==> config.mk <==
export PLATFORM = sky130hd
export DESIGN_NAME = playback_controller
export DESIGN_NICKNAME = d
export VERILOG_FILES = /design/src/rtl/playback_controller.sv
export SDC_FILE = /design/constraint.sdc
export NUM_CORES = 1
export LEC_CHECK = 0
export ABC_AREA = 1
export CAP_MARGIN = 20
export CORE_MARGIN = 3
export CORE_UTILIZATION = 50
export DETAILED_ROUTE_END_ITERATION = 7
export PLACE_DENSITY = 0.77
export SYNTH_ARGS = -nofsm -noshare
export SYNTH_HDL_FRONTEND = slang
export SYNTH_SLANG_ARGS = --single-unit
==> constraint.sdc <==
create_clock -name clk -period 7.45 [get_ports clk]
set_input_delay 1.49 -clock clk [delete_from_list [all_inputs] [get_ports clk]]
set_output_delay 1.49 -clock clk [all_outputs]
set_load 0.03 [all_outputs]
==> src/rtl/playback_controller.sv <==
// Transport controller for the elapsed-time timer: turns one-cycle user commands
// into timer clear/count/step pulses and keeps a clamped shadow of the position.
module playback_controller #(
  parameter int unsigned TICK_DIV     = 50_000_000,
  parameter int unsigned SKIP_SECONDS = 10
) (
  input  logic       clk,
  input  logic       reset,
  input  logic       cmd_play_pause_i,
  input  logic       cmd_stop_i,
  input  logic       cmd_fwd_i,
  input  logic       cmd_back_i,
  input  logic [8:0] track_len_i,
  output logic       timer_reset_o,
  output logic       timer_count_o,
  output logic [8:0] timer_adder_o,
  output logic [8:0] position_o,
  output logic [1:0] state_o,
  output logic       song_done_o
);

  typedef enum logic [1:0] {
    STOPPED = 2'b00,
    PLAYING = 2'b01,
    PAUSED  = 2'b10,
    DONE    = 2'b11
  } state_e;

  localparam int unsigned PW        = $clog2(TICK_DIV);
  localparam logic [PW-1:0] PRESC_MAX = PW'(TICK_DIV - 1);
  localparam logic [9:0]    SKIP      = 10'(SKIP_SECONDS);

  state_e        state_q, state_d;
  logic [8:0]    position_q, position_d;
  logic [8:0]    len_q, len_d;
  logic [PW-1:0] presc_q, presc_d;
  logic          timer_reset_q, timer_reset_d;
  logic          timer_count_q, timer_count_d;
  logic [8:0]    timer_adder_q, timer_adder_d;
  logic          song_done_q, song_done_d;

  logic          tick;
  logic [9:0]    base_pos;
  logic [9:0]    target_pos;

  assign tick = (state_q == PLAYING) && (presc_q == PRESC_MAX);

  always_ff @(posedge clk or posedge reset) begin
    if (reset) begin
      state_q       <= STOPPED;
      position_q    <= '0;
      len_q         <= '0;
      presc_q       <= '0;
      timer_reset_q <= 1'b0;
      timer_count_q <= 1'b0;
      timer_adder_q <= 9'd1;
      song_done_q   <= 1'b0;
    end else begin
      state_q       <= state_d;
      position_q    <= position_d;
      len_q         <= len_d;
      presc_q       <= presc_d;
      timer_reset_q <= timer_reset_d;
      timer_count_q <= timer_count_d;
      timer_adder_q <= timer_adder_d;
      song_done_q   <= song_done_d;
    end
  end

  always_comb begin
    state_d       = state_q;
    position_d    = position_q;
    len_d         = len_q;
    presc_d       = presc_q;
    timer_reset_d = 1'b0;
    timer_count_d = 1'b0;
    timer_adder_d = 9'd1;
    song_done_d   = 1'b0;
    base_pos      = {1'b0, position_q} + {9'd0, tick};
    target_pos    = base_pos;

    // The prescaler runs on the current state, so a tick sampled together with a pause still counts.
    if (state_q == PLAYING) begin
      presc_d = tick ? '0 : presc_q + PW'(1);
    end

    if (cmd_stop_i) begin
      state_d       = STOPPED;
      position_d    = '0;
      presc_d       = '0;
      timer_reset_d = 1'b1;
    end else begin
      case (state_q)
        STOPPED: begin
          if (cmd_play_pause_i && (track_len_i != 9'd0)) begin
            len_d   = track_len_i;
            presc_d = '0;
            state_d = PLAYING;
          end
        end
        DONE: begin
          if (cmd_play_pause_i) begin
            timer_reset_d = 1'b1;
            position_d    = '0;
            presc_d       = '0;
            len_d         = track_len_i;
            state_d       = PLAYING;
          end
        end
        default: begin
          if (cmd_play_pause_i) begin
            state_d = (state_q == PLAYING) ? PAUSED : PLAYING;
          end else if (cmd_fwd_i) begin
            target_pos = ((base_pos + SKIP) > {1'b0, len_q}) ? {1'b0, len_q} : base_pos + SKIP;
          end else if (cmd_back_i) begin
            target_pos = (base_pos >= SKIP) ? base_pos - SKIP : 10'd0;
          end

          // Tick and skip merge into one step; a fully clamped skip emits nothing.
          if (target_pos != {1'b0, position_q}) begin
            timer_count_d = 1'b1;
            timer_adder_d = target_pos[8:0] - position_q;
            position_d    = target_pos[8:0];
          end

          if (target_pos == {1'b0, len_q}) begin
            state_d     = DONE;
            song_done_d = 1'b1;
          end
        end
      endcase
    end
  end

  assign timer_reset_o = timer_reset_q;
  assign timer_count_o = timer_count_q;
  assign timer_adder_o = timer_adder_q;
  assign position_o    = position_q;
  assign state_o       = state_q;
  assign song_done_o   = song_done_q;

endmodule

# Yosys cells after proc, flatten, opt, wreduce, memory -nomap -nowiden
# Index checks and enable logic that the tools add are counted.
dict set report word_totals {
  regBits 58
  inputBits 15
  out_inout_bits 23
}
dict set report classes {
  add_sub_neg 5
  n_lt_le_gt_ge 2
  eq_ne 10
  muxes 39
  bitwise 1
  n_reduce_logical 11
}
# cell n
set ops {}
lappend ops {{$mux W26} 5}
lappend ops {{$mux W9} 8}
lappend ops {{$mux W10} 7}
lappend ops {{$pmux W26 S2} 1}
lappend ops {{$pmux W9 S2} 2}
lappend ops {{$add A26 B1 Y26 const B} 1}
lappend ops {{$eq A26 B26 Y1 const B} 1}
lappend ops {{$mux W2} 6}
lappend ops {{$add A10 B4 Y10 const B} 1}
lappend ops {{$add A9 B1 Y10} 1}
lappend ops {{$eq A10 B9 Y1} 1}
lappend ops {{$ge A10 B4 Y1 const B} 1}
lappend ops {{$gt A10 B9 Y1} 1}
lappend ops {{$ne A10 B9 Y1} 1}
lappend ops {{$sub A10 B4 Y10 const B} 1}
lappend ops {{$mux W1} 9}
lappend ops {{$reduce_bool A9 Y1} 1}
lappend ops {{$sub A9 B9 Y9} 1}
lappend ops {{$ne A2 B2 Y1 const B} 3}
lappend ops {{$ne A3 B3 Y1 const B} 2}
lappend ops {{$reduce_and A3 Y1} 2}
lappend ops {{$pmux W2 S2} 1}
lappend ops {{$reduce_and A4 Y1} 1}
lappend ops {{$reduce_bool A4 Y1} 1}
lappend ops {{other kinds (8)} 9}

# Logic depth before layout (Yosys ltp)
dict set report depth {
  depth_word 14
  ltp_mapped 47
  depth_no_buf 47
}

# Least setup slack after synthesis
# OpenSTA, ideal clock, no wires.
dict set report synth_timing {
  kind {flip-flop to flip-flop}
  from {register state_q[0] (netlist: state_o[0])}
  to {register timer_adder_q[7] (netlist: timer_adder_o[7])}
  t_arrival_ns 5.466
  path_slack_ns 1.912
  path_stages_with_launch 46
  synth_period_minus_slack_ns 5.538
  cell_sequence {dfrtp_1 > ha_1 > inv_1 > nor2_1 > nand2_1 > nor2_1 > inv_1 > nor3_1 > ha_1 > ha_1 > nor2_1 > nor2_1 > ha_1 > inv_1 > nand3_1 > nand2_1 > xor2_1 > ha_1 > [10 not listed] > nand2_1 > nand3_1 > nand2_1 > nand2_1 > ha_1 > inv_1 > o21bai_1 > a21oi_1 > nor2_1 > nor2_1 > o21ai_0 > inv_1 > nor2_1 > nor2_1 > nor2_1 > nor2_1 > xor2_1 > nor2_1}
}
dict set report synth_between {
  elab_chain_cells 14
  elab_cells_between_ends 22
  classes_between {add/sub (4); order compare (2); eq/ne (3); mux (10); reduce/logical (3)}
}
# element line_no
set synth_lines {}
lappend synth_lines {{from (decl)} 33} ;# state_e state_q, state_d;
lappend synth_lines {{from (signal assigned)} 59} ;# state_q <= state_d;
lappend synth_lines {{$eq A2 B1 Y1} 46} ;# assign tick = (state_q == PLAYING) && (presc_q == PRESC_MAX);
lappend synth_lines {{$logic_and A1 B1 Y1} 46}
lappend synth_lines {{$add A9 B1 Y10} 79} ;# base_pos = {1'b0, position_q} + {9'd0, tick};
lappend synth_lines {{$add A10 B4 Y10 (tied with other cells)} 114} ;# target_pos = ((base_pos + SKIP) > {1'b0, len_q}) ? {1'b0, len_q} : base_pos + SKIP;
lappend synth_lines {{$gt A10 B9 Y1 / $mux W10 (equally long branches)} {114, 116}}
lappend synth_lines {{$mux W10, on equally long branches} {114, 115}}
lappend synth_lines {{$mux W10} 113} ;# end else if (cmd_fwd_i) begin
lappend synth_lines {{$mux W10} 111} ;# if (cmd_play_pause_i) begin
lappend synth_lines {{$mux W10} 93} ;# case (state_q)
lappend synth_lines {{$mux W10} 87} ;# if (cmd_stop_i) begin
lappend synth_lines {{$sub A9 B9 Y9 / $ne A10 B9 Y1 (equally long branches)} {122, 120}}
lappend synth_lines {{$mux W9} 120} ;# if (target_pos != {1'b0, position_q}) begin
lappend synth_lines {{$mux W9 (*)} 93}
lappend synth_lines {{$mux W9 (*)} 87}
lappend synth_lines {{net timer_adder_d[7]} 39} ;# logic [8:0] timer_adder_q, timer_adder_d;
lappend synth_lines {{to (signal assigned)} 65} ;# timer_adder_q <= timer_adder_d;
lappend synth_lines {{to (decl)} 39}
# Mark *: on every way through the listed nets, which the timed path passes. The rest lies on a longest branch. The select of a mux whose other input is x is not followed.
# A chain may end at the register's enable or synchronous reset.

# Final worst setup path
dict set report layout_timing {
  from {register state_q[1] (netlist: state_o[1])}
  to {register position_q[1] (netlist: position_o[1])}
}
dict set report layout_between {
  elab_chain_cells 13
  elab_cells_between_ends 24
  classes_between {add/sub (3); order compare (2); eq/ne (5); mux (10); reduce/logical (4)}
}
# element line_no
set layout_lines {}
lappend layout_lines {{$eq A2 B1 Y1} 46}
lappend layout_lines {{$logic_and A1 B1 Y1} 46}
lappend layout_lines {{$add A9 B1 Y10} 79}
lappend layout_lines {{$add A10 B4 Y10 (tied with other cells)} 114}
lappend layout_lines {{$gt A10 B9 Y1 / $mux W10 (equally long branches)} {114, 116}}
lappend layout_lines {{$mux W10, on equally long branches} {114, 115}}
lappend layout_lines {{$mux W10} 113}
lappend layout_lines {{$mux W10} 111}
lappend layout_lines {{$mux W10} 93}
lappend layout_lines {{$mux W10} 87}
lappend layout_lines {{$ne A10 B9 Y1 / $mux W9 (equally long branches)} 120}
lappend layout_lines {{$reduce_bool A3 Y1 (no line) / $pmux W9 S2 (equally long branches)} n/a}
lappend layout_lines {{$reduce_and A3 Y1 (no line) / $mux W9 (equally long branches)} n/a}
lappend layout_lines {{to (signal assigned)} 60} ;# position_q <= position_d;
lappend layout_lines {{to (decl)} 34} ;# logic [8:0] position_q, position_d;
# Parallel ways exist; a longest one is shown, timed or not. The select of a mux whose other input is x is not followed.

==> summary.md <==
| Metric | Value |
|---|---|
| Clock Path Buffers | 2 |
| Tightest Pin Transition | 0.8324 ns |
| Syn. warnings | 0 |
| PD cells | about 320 nW/um^2 |
| Clock power frac | 0.183 |
| Critical Path AT | 6.96 ns |
| Outcome | complete, no violations |
| Slew margin rel. | 0.4451 |
| Leakage | 2.523 nW |
| H-tree Lvls | 3 |
| R2R cell count | 40 |
| Async SR Flop Fraction | 1.000 |
| Clock net sink count | 58 |
| Worst R2R Start | state_o[1]$_DFFE_PP0P_ |
| Worst-path fanout max | 10 |
| Initial antenna violation count | 0 |
| Endpoints failing hold | 0 |
| Largest family of logic cells by synthesized area | simple AND/OR/NAND/NOR gates |
| Min-Delay Path Class | flop to flop |
| Critical path class | flop to flop |
| Flops & latches, synth | 58 |
| Crit. End Element | flop |
| Overflow after GRT | 0 |
| # Max-Cap Violations | 0 |
| Mux share of post-synthesis cell area | 0 |
| TritonCTS buffer count | 9 |
| Die ar. | 10080 um^2 |
| WHS Path Cells | 1 |
| Logic pwr share | 0.551 |
| Worst hold endpoint | presc_q[13]$_DFF_PP0_ |
| Commonest cells after routing, fill and taps aside | nand2_1 (173), inv_1 (94), nor2_1 (66) |
| Core box area | 8423 um^2 |
| Most common flop cell mapped by yosys | dfrtp_1 |
| Post-synthesis compound-gate area fraction | 0.1123 |
| Leading cell type in the layout, fill and taps excluded | nand2_1 |
| Pin count of the biggest net entering global routing | a little under 60 |
| Psw | between 0.7 and 0.8 mW |
| Final core utilization | 0.6105 |
| DRC | 0 |
| Adder-Cell Fraction of Synth Area | 0.07751 |
| Seq/Total Area, Yosys | 0.3260 |
| Crit-path slowest cell | nor3_1 |
| PostCTS Resize Cnt | 0 |
| Antenna Cells | 0 |
| Row cnt | 33 |
| CP dominant cell by count | nand2_1 |
| Cell Area, Synth | 4456 um^2 |
| Period utilization | 0.9006 |
| Synth Area in Simple Gates | 0.3617 |
| Synth unique cells | 41 |
| Seq pwr share | 0.267 |
| Vias per cell | between 5 and 6 |
| Number of port buffers | 37 |
| Via count | roughly 4400 |
| R2R setup slack | 0.74 ns |
| CTS tree | done |
| First-pass GRT wire length | 19490 um |
| Nets | between 700 and 800 |
| Detailed-placement wirelength estimate | 9140 um |
| Nature of the critical path startpoint | flop |
| Avg Inst Size Synth | 6.813 um^2 |
| Final ANT Viol Nets | 0 |
| Syn Inst Count | 654 |
| Routed WL per cell | between 10 and 15 um |
| # Post-CTS Setup Buffers | 0 |
| CTS Root Cell | clkbuf_8 |
| Layout overhead on the synthesized area | 15.42% |
| Final wirelength | roughly 12000 um |
| Worst-path clk slew | 0.07 ns |
| Final worst clock skew | 0.009043 ns |
| Gr usage total | 0.2414 |
| Minimum clock period | 6.710 ns |
| Peak VDD IR | between 0.15 and 0.2 mV |
| Hold_buf cts | 0 |
| Final Total Pwr | approximately 1.7 mW |
| Vias in the first global route | 4093 |
| Setup violators final | 0 |
| Slew Viols, Final | 0 |
| RePlAce Congestion | 0.9865 |
| Fmax | 149.0 MHz |
| Slowest Stage Delay on Critical Path | 0.46 ns |
| Die Span Y | around 100 um |
| Layout cells sized above 1 | 0.09259 |
| Die Wd | 100.4 um |
| Syn_nets | 696 |
| Final TNS setup | 0 ns |
| Sw frac | 0.4753 |
| Violation count after the first detailed-route iteration | ~350 |
| Hold path start | presc_q[13]$_DFF_PP0_ |
| Worst Path Required | 7.70 ns |
| Unrepaired setup endpoints after global routing | false |
| Synth Area in XOR/XNOR | 0.02977 |
| Number of flops mapped to enable cells by yosys | 0 |
| Number of I/O pins | 38 |
| Starting Density | 0.5290 |
| Reg-to-Reg End | position_o[1]$_DFFE_PP0P_ |
| Cell Int Power | just under 0.9 mW |
| Clock Latency Late Sink | approximately 0.34 ns |
| First-pass iteration count of the detailed router | 6 |
critical path, delay by kind of cell (launching register included):
family,cells,cell delay (ns)
compound gates,2,0.37
xor+xnor,1,0.23
fa+ha+maj,6,1.70
buf+inv,5,0.41
flops,1,0.41
simple gates,26,3.52
power groups by stage:
stage | sequential, mW | combinational (mW) | clock, mW
after floorplan | 0.510 | 0.571 | 0
after global placement | 0.446 | 0.887 | 0
after detailed placement | 0.447 | 0.899 | 0
after CTS | 0.441 | 0.904 | 0.309
after global routing | 0.449 | 1.01 | 0.326
final | 0.442 | 0.912 | 0.302
flip-flops by register name, indices dropped and copies added (netlist names):
register       count
presc_q           26
song_done_o        1
timer_count_o      1
timer_adder_o      9
state_o            2
timer_reset_o      1
len_q              9
position_o         9
worst max path at each step:
stage,slack (ns),from,cells after the start,endpoint
detailed placement,0.84,state_o[1]$_DFFE_PP0P_,40,position_o[6]$_DFFE_PP0P_
floorplan,1.91,state_o[0]$_DFFE_PP0P_,45,timer_adder_o[7]$_DFF_PP0_
global route,0.12,state_o[1]$_DFFE_PP0P_,39,position_o[3]$_DFFE_PP0P_
global placement,1.10,state_o[1]$_DFFE_PP0P_,40,position_o[7]$_DFFE_PP0P_
CTS,0.81,state_o[1]$_DFFE_PP0P_,40,position_o[1]$_DFFE_PP0P_
finish,0.74,state_o[1]$_DFFE_PP0P_,40,position_o[1]$_DFFE_PP0P_
synth_stat cells, types with 8 or more instances:
cell type | count | area, um^2
a21oi_1 | 45 | 225.2
o21ai_0 | 17 | 85.08
nand2_1 | 173 | 649.4
nand4_1 | 8 | 50.05
dfrtp_1 | 57 | 1426
o21ai_1 | 12 | 60.06
nor3_1 | 21 | 105.1
inv_1 | 95 | 356.6
nor2_2 | 8 | 50.05
nor2_1 | 66 | 247.7
xor2_1 | 10 | 87.58
nand3_1 | 46 | 230.2
ha_1 | 26 | 325.3
nand2_2 | 17 | 106.4
per-stage QoR:
stage	hold slack, ns	cell area [um^2]	setup WS (ns)	std cells
after global routing	0.5377	5142	0.1174	807
after CTS	0.4978	5142	0.8075	807
final	0.5008	5142	0.7402	807
after floorplan	0.4558	4456	1.912	654
after detailed placement	0.4889	4937	0.8354	791
after global placement	0.4784	4937	1.097	791
layout make-up:
type	instances	area [um^2]
inverter	102	385.4
tap	105	131.4
fill	771	3281
clock buffer	12	155.1
sequential	58	1453
multi-input combinational	488	2590
timing repair buffer	38	377.9
clock inverter	4	50.05
routing by layer:
layer	GRT usage	wire, um	vias up
met3	0.04517	754	20
met5	0	0	-
met4	0.08497	256	0
met1	0.3276	5205	2010
li1	-	-	2187
met2	0.3858	5399	158
kinds of logic after synthesis:
logic type	after synthesis
XOR/XNOR	13
flip-flops	58
AO/OA/AOI/OAI	89
adder cells (fa/ha/maj)	27
AND/OR/NAND/NOR	359
buffers and inverters	108
Power figures use the tool's default switching activity.
